## src/rtl/dip_gate_pkg.sv

```systemverilog
// dip_gate_pkg: operation codes and per-bit gate evaluation shared by the
// DIP gate unit and its bench.
package dip_gate_pkg;

   // 3-bit operation code as shown on MODE_LED
   typedef logic [2:0] op_t;

   localparam int unsigned NUM_OPS = 8;

   localparam op_t OP_AND    = 3'd0;
   localparam op_t OP_OR     = 3'd1;
   localparam op_t OP_XOR    = 3'd2;
   localparam op_t OP_NOR    = 3'd3;
   localparam op_t OP_NAND   = 3'd4;
   localparam op_t OP_XNOR   = 3'd5;
   localparam op_t OP_NOT_A  = 3'd6;
   localparam op_t OP_PASS_A = 3'd7;

   // Single bit position of the selected operation; each LED bit is
   // computed from its own A/B bit only.
   function automatic logic op_bit(input op_t op, input logic a, input logic b);
      logic r;
      case (op)
         OP_AND:   r = a & b;
         OP_OR:    r = a | b;
         OP_XOR:   r = a ^ b;
         OP_NOR:   r = ~(a | b);
         OP_NAND:  r = ~(a & b);
         OP_XNOR:  r = ~(a ^ b);
         OP_NOT_A: r = ~a;
         default:  r = a;
      endcase
      return r;
   endfunction

   // Next operation in the cycle, wrapping from the last code back to AND
   function automatic op_t next_op(input op_t op);
      op_t r;
      if (op == op_t'(NUM_OPS - 1)) r = OP_AND;
      else                          r = op_t'(op + 3'd1);
      return r;
   endfunction

endpackage

```

## src/rtl/dip_debounce.sv

```systemverilog
// dip_debounce: 2-flop synchroniser, stable-time debouncer and rising-edge
// press pulse for one push-button input.
module dip_debounce #(
   parameter int unsigned DEB_CYCLES = 1000000
) (
   input  logic clk,
   input  logic rst,
   input  logic btn,
   output logic press
);

   localparam int unsigned CW = (DEB_CYCLES > 1) ? $clog2(DEB_CYCLES) : 1;
   localparam logic [CW-1:0] CNT_MAX = CW'(DEB_CYCLES - 1);

   logic [1:0]    sync_q;
   logic [1:0]    fill_q;
   logic          state_q;
   logic          armed_q;
   logic          press_q;
   logic [CW-1:0] cnt_q;
   logic          btn_s;
   logic          fill_ok;

   assign btn_s   = sync_q[1];
   assign fill_ok = fill_q[1];
   assign press   = press_q;

   // Synchronise, count stable time, flip debounced state and emit press.
   // After reset the unit is disarmed until the synced button has read
   // released for DEB_CYCLES cycles, so a press held across reset can never
   // surface as a new press. fill_q marks when the synchroniser holds real
   // samples rather than its reset zeros.
   always_ff @(posedge clk) begin
      if (rst) begin
         sync_q  <= '0;
         fill_q  <= '0;
         state_q <= 1'b0;
         armed_q <= 1'b0;
         press_q <= 1'b0;
         cnt_q   <= '0;
      end else begin
         sync_q  <= {sync_q[0], btn};
         fill_q  <= {fill_q[0], 1'b1};
         press_q <= 1'b0;
         if (!armed_q) begin
            if (!fill_ok || btn_s) begin
               cnt_q <= '0;
            end else if (cnt_q == CNT_MAX) begin
               armed_q <= 1'b1;
               cnt_q   <= '0;
            end else begin
               cnt_q <= cnt_q + CW'(1);
            end
         end else if (btn_s == state_q) begin
            cnt_q <= '0;
         end else if (cnt_q == CNT_MAX) begin
            state_q <= btn_s;
            press_q <= btn_s;
            cnt_q   <= '0;
         end else begin
            cnt_q <= cnt_q + CW'(1);
         end
      end
   end

endmodule

```

## src/rtl/dip_gate_unit.sv

```systemverilog
// dip_gate_unit: applies one of eight bitwise operations to two DIP-switch
// operands and shows the result on LED; a debounced button steps the
// operation. Optional macro DIP_GATE_AUTOSCAN_EN adds a periodic
// auto-advance timer (interval AUTO_PERIOD cycles).
module dip_gate_unit
   import dip_gate_pkg::*;
#(
   parameter int unsigned WIDTH       = 4,
   parameter int unsigned DEB_CYCLES  = 1000000,
   parameter int unsigned AUTO_PERIOD = 100000000
) (
   input  logic             CLK,
   input  logic             RST,
   input  logic [WIDTH-1:0] DIP_A,
   input  logic [WIDTH-1:0] DIP_B,
   input  logic             BTN_MODE,
   output logic [WIDTH-1:0] LED,
   output logic [2:0]       MODE_LED
);

   if (WIDTH < 1 || WIDTH > 16) begin : g_bad_width
      $error("dip_gate_unit: WIDTH must be 1..16");
   end
   if (DEB_CYCLES < 2) begin : g_bad_deb
      $error("dip_gate_unit: DEB_CYCLES must be at least 2");
   end
   if (AUTO_PERIOD < 2) begin : g_bad_auto
      $error("dip_gate_unit: AUTO_PERIOD must be at least 2");
   end

   logic [WIDTH-1:0] a_meta;
   logic [WIDTH-1:0] a_sync;
   logic [WIDTH-1:0] b_meta;
   logic [WIDTH-1:0] b_sync;
   logic [WIDTH-1:0] led_d;
   logic [WIDTH-1:0] led_q;
   op_t              mode_q;
   logic             press;
   logic             advance;

   dip_debounce #(
      .DEB_CYCLES(DEB_CYCLES)
   ) u_btn (
      .clk  (CLK),
      .rst  (RST),
      .btn  (BTN_MODE),
      .press(press)
   );

   // Two-flop synchronisers for the switch operands
   always_ff @(posedge CLK) begin
      if (RST) begin
         a_meta <= '0;
         a_sync <= '0;
         b_meta <= '0;
         b_sync <= '0;
      end else begin
         a_meta <= DIP_A;
         a_sync <= a_meta;
         b_meta <= DIP_B;
         b_sync <= b_meta;
      end
   end

`ifdef DIP_GATE_AUTOSCAN_EN
   localparam int unsigned TW = $clog2(AUTO_PERIOD);
   localparam logic [TW-1:0] TMAX = TW'(AUTO_PERIOD - 1);

   logic [TW-1:0] timer_q;
   logic          auto_pulse;

   assign auto_pulse = (timer_q == TMAX);
   // A press or coincident pulse both collapse into one advance
   assign advance    = press | auto_pulse;

   // Auto-advance timer; a manual press restarts the interval
   always_ff @(posedge CLK) begin
      if (RST) begin
         timer_q <= '0;
      end else if (press || auto_pulse) begin
         timer_q <= '0;
      end else begin
         timer_q <= timer_q + TW'(1);
      end
   end
`else
   assign advance = press;
`endif

   // Current operation, stepped once per advance event
   always_ff @(posedge CLK) begin
      if (RST) begin
         mode_q <= OP_AND;
      end else if (advance) begin
         mode_q <= next_op(mode_q);
      end
   end

   // Per-bit result of the selected operation on the synced operands
   always_comb begin
      led_d = '0;
      for (int unsigned i = 0; i < WIDTH; i++) begin
         led_d[i] = op_bit(mode_q, a_sync[i], b_sync[i]);
      end
   end

   // Registered result output
   always_ff @(posedge CLK) begin
      if (RST) begin
         led_q <= '0;
      end else begin
         led_q <= led_d;
      end
   end

   assign LED      = led_q;
   assign MODE_LED = mode_q;

endmodule

```

## config.mk

```make
export PLATFORM = sky130hd
export DESIGN_NAME = dip_gate_unit
export DESIGN_NICKNAME = d
export VERILOG_FILES = /design/src/rtl/dip_gate_pkg.sv /design/src/rtl/dip_debounce.sv /design/src/rtl/dip_gate_unit.sv
export SDC_FILE = /design/constraint.sdc
export NUM_CORES = 1
export LEC_CHECK = 0
export BUFFER_PORTS_ARGS = -buffer_cell sky130_fd_sc_hd__clkbuf_2
export CAP_MARGIN = 20
export CORE_MARGIN = 10
export CORE_UTILIZATION = 58
export DETAILED_ROUTE_END_ITERATION = 8
export GPL_ROUTABILITY_DRIVEN = 0
export MAX_ROUTING_LAYER = met4
export PLACE_DENSITY = 0.78
export RECOVER_POWER = 100
export SETUP_SLACK_MARGIN = 0.5
export SYNTH_ARGS = -nofsm -noshare
export SYNTH_HDL_FRONTEND = slang
export SYNTH_SLANG_ARGS = --single-unit
```

## constraint.sdc

```tcl
create_clock -name CLK -period 2.3 [get_ports CLK]
set_input_delay 0.23 -clock CLK [delete_from_list [all_inputs] [get_ports CLK]]
set_output_delay 0.23 -clock CLK [all_outputs]
set_load 0.01 [all_outputs]
```

==> results.tsv, run 1 <==
stage	metric	value	unit
run_status	run status	finished, final reports clean	
clocking	clk slew on worst S/H paths	0.09	ns
routing	vias	1793	
synthesis	simple-gate portion of the synthesized area	0.2419	
timing	Slew HR	0.1553	
synthesis	synth warn	0	
synthesis	post-synthesis adder-cell area fraction	0.08418	
run	max-cap violations	0	
timing	Tcrit/Tclk final	0.8452	
global_route	first-pass GRT wire length	7438	µm
clocking	htree depth	2	
floorplanning	die span in y	82	µm
setup_path	crit end category	flip-flop	
routing	initial DRC count	137	
floorplanning	die extent in x	82	µm
synthesis	asr flop ratio synth	0	
timing	worst hold slack	0.1259	ns
synthesis	combinational family with the most area after synthesis	simple AND/OR/NAND/NOR gates	
clocking	Num CTS Buffers	5	
setup_path	Worst Path Arrival	2.13	ns
synthesis	Mapped Cells	238	
global_route	largest net degree at the start of global routing	31	
synthesis	Syn Area/Cell	9.368	µm²
clocking	TritonCTS clock tree	yes	
timing	final slew viol count	0	
final_layout	final-layout fill cell count	298	
routing	routed len/inst	14.16	µm
placement	DP HPWL	2639	µm
floorplanning	die area	0.006724	mm²
final_layout	ant diodes	0	
synthesis	Net Count, Synth	264	
global_route	Total GRT Usage	0.1433	
routing	Residual DRC	0	
timing	slew at the pin closest to its max-slew limit	1.267	ns
pwr	Worst VDD drop	560.3	µV
setup_path	Critical Path Fanout Max	5	
clocking	clk_lat worst skew	0.30	ns
pwr	Total Power	1.561	mW
synthesis	Synth Cell Area	0.002230	mm²
floorplanning	Rows	22	
timing	Tmin final	1.944	ns
global_route	vias in the first global route	1665	
timing	Highest Clock Rate	514.4	MHz
timing	clock skew	0.004835	ns
setup_path	CP Data Required Time	2.49	ns
synthesis	Compound-Gate Fraction of Synth Area	0.1100	
synthesis	fraction of the yosys area taken by sequential cells	0.4489	
final_layout	final net count	294	
floorplanning	I/O Pins	18	
synthesis	Post-Synth XOR/XNOR Area	0.05499	
routing	via/cell ratio	5.656	
final_layout	P&R area growth vs syn	15.43	%
synthesis	Synth cell types	38	
synthesis	Synth Register Bits	50	
pwr	Leak Pwr	0.8985	nW
clocking	clock sink total	50	
timing	RSZ-0062 raised after global routing	true	
clocking	Clock Path Buffers	2	
timing	Hold Vio Cnt, Final	0	
floorplanning	initial core utilization	0.6045	
worst_hold_path	Worst Hold Class	input pin to flip-flop	
global_route	initial antenna violation count	0	
global_route	gr ovfl total	0	
placement	placed inst area	0.002366	mm²
final_layout	cell area after layout	0.002574	mm²
placement	IO buf count	17	
setup_path	Critical Path Start Type	flip-flop	
synthesis	multiplexer area fraction after synthesis	0.009540	
synthesis	number of flops mapped to enable cells by yosys	0	
timing	setup TNS	0	ns
routing	drt pass-1 iters	4	
synthesis	Main synth FF type	dfxtp_1	
routing	final wirelength	4489	µm
clocking	CTS root buffer	clkbuf_8	
floorplanning	Core Area	0.003689	mm²
routing	Post-DRT Antenna Nets	0	
pwr	Pwr Density	606.4	mW/mm²
setup_path	Setup CP Type	flip-flop to flip-flop	
final_layout	layout cells sized above 1	0.1822	
timing	Setup violations, final	0	
-- cell families (layout without fill, tap and decap cells) --
kind of cell / Yosys count / after routing
mux: 2 / 2
buf+inv: 26 / 54
simple gates: 94 / 94
flops: 50 / 50
fa+ha+maj: 15 / 15
compound gates: 37 / 40
xor+xnor: 14 / 14
-- cell usage in the layout (no fill, tap or decap), types with 2 or more instances in the layout --
master / Yosys / final
or3_1: 2 / 2
nor2_1: 21 / 19
o21ai_0: 9 / 9
a21oi_2: 0 / 3
clkbuf_2: 0 / 11
buf_4: 0 / 7
xnor2_1: 7 / 7
or4_1: 3 / 4
o2111ai_1: 4 / 4
nor2b_1: 19 / 19
and4_1: 2 / 2
nand2b_1: 8 / 8
inv_1: 18 / 18
nand4_1: 6 / 6
nand3_1: 8 / 7
ha_1: 15 / 13
clkinvlp_4: 0 / 2
ha_2: 0 / 2
a221oi_1: 3 / 3
clkbuf_8: 0 / 5
a21oi_1: 10 / 7
clkbuf_1: 6 / 10
xor2_1: 7 / 7
a22oi_1: 4 / 4
dfxtp_2: 0 / 6
nor4_1: 3 / 2
nand2_1: 10 / 10
dfxtp_1: 50 / 44
a221o_1: 0 / 3
nor3_1: 4 / 4
o31ai_1: 2 / 2
nor2_2: 0 / 2
-- where the power goes --
part / total, mW / switching, mW / internal [mW]
Clock: 0.615 / 0.291 / 0.323
Combinational: 0.0564 / 0.0306 / 0.0257
Sequential: 0.890 / 0.00718 / 0.883
-- through the flow --
stage / std cells / util / setup slack (ns)
floorplan: 238 / - / 0.5636
global placement: 299 / 0.6415 / 0.3657
detailed placement: 299 / 0.6415 / 0.3245
CTS: 312 / 0.6862 / 0.5026
global route: 317 / 0.6978 / 0.2337
finish: 317 / 0.6978 / 0.3560
-- metal layers --
layer | part of all wire | GRT usage | up-vias
li1 | - | - | 897
met1 | 0.47 | 0.1743 | 820
met2 | 0.45 | 0.2124 | 66
met3 | 0.069 | 0.03930 | 10
met4 | 0.017 | 0.07313 | 0
met5 | 0 | - | -
-- flip-flops by register name (all words and copies together) (netlist names) --
signal and flops:
MODE_LED 3, u_btn.press 1, LED 4, b_meta 4, a_meta 4, u_btn.cnt_q 20, u_btn.armed_q 1, u_btn.fill_q 2
u_btn.sync_q 2, a_sync 4, b_sync 4, u_btn.state_q 1
-- worst max-delay path, cell delays in order, from the launching register on --
cell and delay, ns:
dfxtp_1 0.35, or4_1 0.57, nor4_4 0.30, clkbuf_1 0.20, a221o_1 0.34, a21oi_1 0.07
-- what timing repair did --
item                                    CTS  global route
hold buffers                              0             0
endpoints found under the setup margin   20            26
resized for setup                         3            20
gates cloned                              3             0
pin swaps                                 4            22
buffers inserted                          2             5
endpoints found under the hold margin     0             0
-- synth_stat cells, types with 2 or more instances --
cell / number / area, µm²
or4_4: 2 / 22.52
o31ai_1: 2 / 15.01
and4_1: 2 / 17.52
nor3_1: 4 / 20.02
a21oi_1: 10 / 50.05
nor2b_1: 19 / 118.9
xor2_1: 7 / 61.31
or3_1: 2 / 12.51
o21ai_0: 9 / 45.04
nand2b_1: 8 / 50.05
nor4_1: 3 / 18.77
or4_1: 3 / 22.52
clkbuf_1: 6 / 22.52
nand2_1: 10 / 37.54
dfxtp_1: 50 / 1001
nand4_1: 6 / 37.54
o2111ai_1: 4 / 35.03
a221oi_1: 3 / 26.28
xnor2_1: 7 / 61.31
nand3_1: 8 / 40.04
buf_6: 2 / 22.52
inv_1: 18 / 67.56
a22oi_1: 4 / 30.03
nor2_1: 21 / 78.83
ha_1: 15 / 187.7
-- layout make-up --
type / count / area, µm² / area share
clock buffer: 5 / 68.82 / 0.02674
clock inverter: 3 / 45.04 / 0.01750
inverter: 18 / 67.56 / 0.02625
multi-input combinational: 165 / 1179 / 0.4579
sequential: 50 / 1008 / 0.3918
tap: 48 / 60.06 / 0.02333
timing repair buffer: 28 / 145.1 / 0.05639
-- final timing paths --
kind	from	endpoint	slack (ns)	cells past startpoint
worst min register to register	a_meta[2]	a_sync[2]	0.44	1
worst max-delay path	u_btn.cnt_q[13]	u_btn.cnt_q[19]	0.36	5
worst max register to register	u_btn.cnt_q[13]	u_btn.cnt_q[19]	0.36	5
worst min-delay path	DIP_A[3]	a_meta[3]	0.13	2
No activity file was read; power rests on OpenSTA's default activity.
==> inputs of run 2 (changes only) <==
- ABC_AREA: default -> 1
- CORE_UTILIZATION: 58 -> 53
- PLACE_DENSITY: 0.78 -> 0.74
- clock period: 2.3 -> 1.6 ns (I/O delays scaled with it)
==> run 2 against run 1 <==
Against the previous run:
- maximum frequency grew 33%
- non-clock buffer count is 15 higher
- setup slack worse by 0.21 ns
- first-iteration DRC count is 13% lower
- via count is 19% higher
- cell count is 33% higher
- critical path type unchanged
- critical endpoint is now u_btn.cnt_q[10]
==> results.tsv, run 2 <==
stage	metric	value	unit	change
synthesis	Post-synth top cells	nor2_1, nand2_1, inv_1		
run	max-cap violations	0		unchanged
pwr	Pwr Density	714.0	mW/mm²	+18%
clocking	clk_lat worst skew	0.32	ns	+0.02 ns
setup_path	Setup CP Type	flip-flop to flip-flop		
synthesis	Synth area leader	dfxtp_1		
clocking	Num CTS Buffers	5		unchanged
routing	routed len/inst	13.74	µm	-3.0%
worst_hold_path	Worst Hold Class	input pin to flip-flop		
global_route	initial antenna violation count	0		unchanged
floorplanning	die extent in x	86.73	µm	+5.8%
timing	setup TNS	0	ns	unchanged
global_route	largest net degree at the start of global routing	21		-32%
synthesis	synth top area cells	dfxtp_1, nor2_1, nand2_1		
synthesis	Mapped Cells	322		+35%
synthesis	most frequent cell after synthesis	nor2_1		
global_route	vias in the first global route	1995		+20%
setup_path	Worst R2R End	u_btn.cnt_q[10]		
pwr	Worst VDD drop	601.8	µV	+7.4%
timing	Highest Clock Rate	685.9	MHz	+33%
global_route	first-pass GRT wire length	8935	µm	+20%
timing	RSZ-0062 raised after global routing	true		
run_status	run status	finished, final reports clean		
final_layout	Non-Filler Instances	423		+33%
synthesis	Net Count, Synth	348		+32%
timing	Tmin final	1.458	ns	-0.4862 ns
setup_path	Critical Path Fanout Max	5		unchanged
setup_path	crit end category	flip-flop		
pwr	sw frac	0.2424		+0.03161
placement	DP HPWL	3089	µm	+17%
pwr	Int Pwr	1.730	mW	+40%
final_layout	P&R area growth vs syn	35.58	%	
synthesis	Synth cell types	26		-32%
synthesis	number of flops mapped to enable cells by yosys	0		unchanged
pwr	Flop pwr share	0.558		-0.012
synthesis	Synth Register Bits	50		unchanged
floorplanning	die span in y	86.73	µm	+5.8%
clocking	Clock Path Buffers	2		unchanged
setup_path	Critical Path Start	u_btn.cnt_q[0]		
clocking	clk slew on worst S/H paths	0.11	ns	+0.02 ns
clocking	htree depth	2		unchanged
global_route	gr ovfl total	0		unchanged
floorplanning	Core Area	0.004324	mm²	+17%
placement	IO buf count	17		unchanged
clocking	clock sink total	50		unchanged
setup_path	CP Data Required Time	1.79	ns	-0.70 ns
clocking	TritonCTS clock tree	yes		
global_route	Total GRT Usage	0.1482		+0.004947
setup_path	register-to-register setup slack	0.14	ns	-0.21 ns
setup_path	Worst Path Arrival	1.65	ns	-0.48 ns
timing	Hold Vio Cnt, Final	0		unchanged
routing	Residual DRC	0		unchanged
final_layout	final net count	396		+35%
synthesis	Synth top area share	0.4242		-0.02476
final_layout	final-layout fill cell count	318		+6.7%
final_layout	commonest cells after routing, fill and taps aside	nor2_1, inv_1, nand2_1		
final_layout	max reg flops	20		unchanged
floorplanning	Rows	24		+9.1%
floorplanning	initial core utilization	0.5457		-0.05876
timing	slew at the pin closest to its max-slew limit	0.8151	ns	-0.4519 ns
pwr	Comb power frac	0.053		+0.017
setup_path	crit path capture	u_btn.cnt_q[10]		
synthesis	Synth Cell Area	0.002360	mm²	+5.8%
setup_path	R2R depth	7		+2
timing	final slew viol count	0		unchanged
timing	Tcrit/Tclk final	0.9112		+0.06593
routing	Post-DRT Antenna Nets	0		unchanged
routing	drt pass-1 iters	7		+3
routing	via/cell ratio	5.047		-11%
synthesis	Syn Area/Cell	7.328	µm²	-22%
pwr	Leak Pwr	1.346	nW	+50%
final_layout	ant diodes	0		unchanged
placement	placed cells	390		+30%
synthesis	synth warn	0		unchanged
final_layout	most flop-heavy register	u_btn.cnt_q		
clocking	CTS root buffer	clkbuf_8		
synthesis	fraction of the yosys area taken by sequential cells	0.4242		-0.02476
timing	worst hold slack	0.006034	ns	-0.1199 ns
floorplanning	die area	0.007521	mm²	+12%
floorplanning	I/O Pins	18		unchanged
timing	Slew HR	0.4566		+0.3013
routing	vias	2135		+19%
setup_path	worst reg2reg startpoint	u_btn.cnt_q[0]		
pwr	Psw	0.5537	mW	+68%
synthesis	asr flop ratio synth	0		unchanged
timing	Setup violations, final	0		unchanged
setup_path	Critical Path Start Type	flip-flop		
routing	initial DRC count	119		-13%
synthesis	Main synth FF type	dfxtp_1		
pwr	clock share of power	0.389		-0.005
timing	clock skew	0.01612	ns	+0.01128 ns
final_layout	layout cells sized above 1	0.3477		+0.1656
routing	final wirelength	5811	µm	+29%
final_layout	most common cell after layout, fill and taps aside	nor2_1		
==> run 2: cell types whose count changed in the layout (fill, tap and decap cells not counted), sizes merged, moves of 8 or more <==
cell / previous run / this run
buf: 7 / 25
inv: 18 / 57
nand2: 10 / 63
nand2b: 8 / 0
nor2: 21 / 77
nor2b: 19 / 0
==> run 2: worst min-delay path by stage <==
stage | start | endpoint | cells after the start
2_1_floorplan | RST | u_btn.armed_q | 1
3_3_place_gp | BTN_MODE | u_btn.sync_q[0] | 3
3_5_place_dp | DIP_B[2] | b_meta[2] | 3
4_1_cts | DIP_B[2] | b_meta[2] | 3
5_1_grt | DIP_B[2] | b_meta[2] | 3
6_report | DIP_B[2] | b_meta[2] | 3
==> run 2: through the flow <==
stage	area, µm²	utilization	power (mW)	setup slack (ns)
4_1_cts	3050	0.7054	2.286	0.3166
2_1_floorplan	2439	-	1.366	0.3552
3_5_place_dp	2576	0.5958	1.392	0.1717
6_report	3199	0.7399	2.284	0.1422
3_3_place_gp	2576	0.5958	1.389	0.2055
5_1_grt	3199	0.7399	2.365	0.07524
==> run 2: power groups by stage <==
stage               Clock, mW  Combinational [mW]  Sequential (mW)
global route            0.951               0.135             1.28
CTS                     0.897               0.114             1.27
global placement            0              0.0820             1.31
detailed placement          0              0.0843             1.31
floorplan                   0              0.0610             1.31
finish                  0.889               0.120             1.28
==> run 2: layout make-up <==
type / count / area [µm²] / area share
sequential: 50 / 1035 / 0.3234
inverter: 55 / 214.0 / 0.06688
clock buffer: 6 / 93.84 / 0.02933
tap: 52 / 65.06 / 0.02034
clock inverter: 2 / 17.52 / 0.005475
multi-input combinational: 215 / 1458 / 0.4556
timing repair buffer: 43 / 316.6 / 0.09894
==> run 2: what timing repair did <==
| action | 4_1_cts | 5_1_grt |
|---|---|---|
| setup endpoints to repair | 26 | 29 |
| pin swaps | 18 | 27 |
| cloned | 1 | 0 |
| gates resized for setup | 52 | 47 |
| setup buffers | 16 | 8 |
| hold buffers | 0 | 0 |
==> run 2: layer usage <==
layer / GRT usage / vias to the layer above / routed length [µm]
li1: - / 1087 / -
met1: 0.1710 / 944 / 2484
met2: 0.2302 / 78 / 2796
met3: 0.04315 / 26 / 298
met4: 0.07216 / 0 / 231
met5: - / - / 0
==> run 2: critical path, cell delays in order, from the launching register on <==
cell	delay [ns]
dfxtp_1	0.41
ha_4	0.17
nand2_4	0.06
nor2_4	0.15
nand2_4	0.07
nor2_4	0.18
xnor2_1	0.18
nor2_1	0.12
==> run 2: cell families (layout without fill, tap and decap cells) <==
kind of cell / Yosys count / in the layout / share of synthesized area
simple gates: 161 / 162 / 0.2980
compound gates: 30 / 30 / 0.06946
xor+xnor: 8 / 8 / 0.02969
fa+ha+maj: 15 / 15 / 0.07953
flops: 50 / 50 / 0.4242
buf+inv: 58 / 106 / 0.09915
==> inputs of run 3 (changes only) <==
- clock period: 1.6 -> 1.3 ns (I/O delays scaled with it)
==> run 3 against run 2 <==
Against the previous run:
- the flow now finishes with violations (setup timing)
- clock skew decreased by 0.0016 ns
- power rose by 17%
- first-iteration DRC count up 35%
- highest routed layer unchanged
- clock power is 5.6% higher
==> results.tsv, run 3 (synthesis gave the netlist of run 2 again) <==
stage	metric	value	unit	change
run_status	run status	complete, but fails checks		
run_status	failing checks	setup timing		
final_layout	final-layout fill cell count	303		-4.7%
timing	final slew viol count	0		unchanged
global_route	Total GRT Usage	0.1429		-0.005286
placement	Setup WS pre-CTS	-0.003233	ns	-0.1750 ns
setup_path	Worst Path Arrival	1.59	ns	-0.06 ns
routing	via/cell ratio	5.086		+0.76%
pwr	Worst VDD drop	696.0	µV	+16%
routing	routed len/inst	13.27	µm	-3.4%
floorplanning	initial core utilization	0.5457		unchanged
timing	Highest Clock Rate	723.6	MHz	+5.5%
final_layout	ant diodes	0		unchanged
setup_path	Largest stage delay, worst path	0.41	ns	about the same
setup_path	Setup CP Type	flip-flop to flip-flop		
placement	DP HPWL	3398	µm	+10%
global_route	first-pass GRT wire length	8645	µm	-3.2%
final_layout	cell area after layout	0.003328	mm²	+4.0%
routing	drt pass-1 iters	4		-3
routing	Residual DRC	0		unchanged
pwr	Pwr Density	801.8	mW/mm²	+12%
setup_path	crit end category	flip-flop		
timing	RSZ-0062 raised after global routing	true		
final_layout	most common cell after layout, fill and taps aside	inv_1		
setup_path	Critical Path Start Type	flip-flop		
floorplanning	die span in y	86.73	µm	unchanged
setup_path	slowest CP cell	dfxtp_4		
clocking	CTS root buffer	clkbuf_8		
worst_hold_path	Worst Hold Class	input pin to flip-flop		
final_layout	post-layout util	0.7697		+0.02980
timing	clock skew	0.01450	ns	-0.001615 ns
setup_path	Buf/Inv on CP	0		unchanged
timing	Tmin final	1.382	ns	-0.07583 ns
floorplanning	Rows	24		unchanged
setup_path	CP Data Required Time	1.51	ns	-0.28 ns
final_layout	layout cells sized above 1	0.3974		+0.04966
timing	setup TNS	-0.09632	ns	-0.09632 ns
routing	Post-DRT Antenna Nets	0		unchanged
placement	IO buf count	17		unchanged
setup_path	worst reg2reg startpoint	MODE_LED[1]		
global_route	initial antenna violation count	0		unchanged
routing	final wirelength	5734	µm	-1.3%
pwr	Total Power	2.669	mW	+17%
global_route	largest net degree at the start of global routing	18		-14%
clocking	clock sink total	50		unchanged
final_layout	commonest cells after routing, fill and taps aside	inv_1, nor2_1, nand2_1		
timing	slew at the pin closest to its max-slew limit	0.6113	ns	-0.2039 ns
clocking	htree depth	2		unchanged
clocking	TritonCTS clock tree	yes		
setup_path	Critical Path Start	MODE_LED[1]		
clocking	Clock Path Buffers	2		unchanged
pwr	Leak Pwr	1.372	nW	+1.9%
worst_hold_path	min-delay src	DIP_A[3]		
floorplanning	Core Area	0.004324	mm²	unchanged
clocking	clk slew on worst S/H paths	0.11	ns	about the same
timing	final setup margin	-0.08201	ns	-0.2242 ns
routing	initial DRC count	161		+35%
setup_path	Critical Path Fanout Max	8		+3
setup_path	Top Family by Delay on Critical Path	simple AND/OR/NAND/NOR gates		
timing	Slew HR	0.5925		+0.1359
run	max-cap violations	0		unchanged
final_layout	final net count	405		+2.3%
setup_path	most used cell, CP	ha_4		
timing	Tcrit/Tclk final	1.063		+0.1519
global_route	vias in the first global route	2025		+1.5%
setup_path	Cell Chain, Critical Path	ha_4 > ha_4 > nor2_4 > nand2_4 > nand2_1 > nor2_1 > a21oi_2		
clocking	clk_lat worst skew	0.31	ns	about the same
floorplanning	I/O Pins	18		unchanged
timing	Setup violations, final	2		+2
routing	vias	2197		+2.9%
final_layout	P&R area growth vs syn	41.04	%	
floorplanning	die area	0.007521	mm²	unchanged
final_layout	most flop-heavy register	u_btn.cnt_q		
clocking	Num CTS Buffers	5		unchanged
placement	placed inst area	0.002731	mm²	+6.0%
global_route	gr ovfl total	0		unchanged
final_layout	max reg flops	20		unchanged
timing	Hold Vio Cnt, Final	0		unchanged
floorplanning	die extent in x	86.73	µm	unchanged
[run 3: final cells by class]
cell class / instances / area [µm²] / share of cell area
Inverter: 55 / 214.0 / 0.06429
Timing Repair Buffer: 53 / 432.9 / 0.1301
Clock inverter: 3 / 22.52 / 0.006767
Sequential cell: 50 / 1027 / 0.3086
Multi-Input combinational cell: 214 / 1498 / 0.4500
Tap cell: 52 / 65.06 / 0.01955
Clock buffer: 5 / 68.82 / 0.02068
[run 3: routing by layer]
layer	vias to the layer above	part of all wire	global-route usage
met5	-	0	-
met4	0	0.015	0.05596
met3	10	0.044	0.03846
met2	50	0.53	0.2329
met1	1036	0.41	0.1630
li1	1101	-	-
[run 3: where the power goes]
group | switching [mW] | internal (mW)
Combinational | 0.0837 | 0.0718
Sequential | 0.0158 | 1.56
Clock | 0.552 | 0.388
[run 3: worst paths after layout]
kind | to | slack [ns] | cells past startpoint
setup / recovery | LED[1] | -0.08 | 7
hold / removal | a_meta[3] | 0.01 | 3
hold reg to reg | a_sync[2] | 0.39 | 2
setup reg to reg | LED[1] | -0.08 | 7
[run 3: timing repair]
action,4_1_cts,5_1_grt
setup buffers,9,5
hold endpoints to repair,7,0
hold buffers,7,0
setup endpoints to repair,37,37
resized for setup,33,73
pin swaps,13,14
[run 3: worst register-to-register path: stages, from the launching register on]
cell and delay, ns:
dfxtp_4 0.41, ha_4 0.17, ha_4 0.18, nor2_4 0.05, nand2_4 0.12, nand2_1 0.09, nor2_1 0.18, a21oi_2 0.08
[run 3: per-stage QoR]
| step | hold slack [ns] | instances |
|---|---|---|
| global route | 0.001970 | 432 |
| detailed placement | 0.3267 | 403 |
| global placement | 0.3215 | 403 |
| floorplan | 0.1991 | 322 |
| CTS | 0.005002 | 427 |
| finish | 0.01338 | 432 |
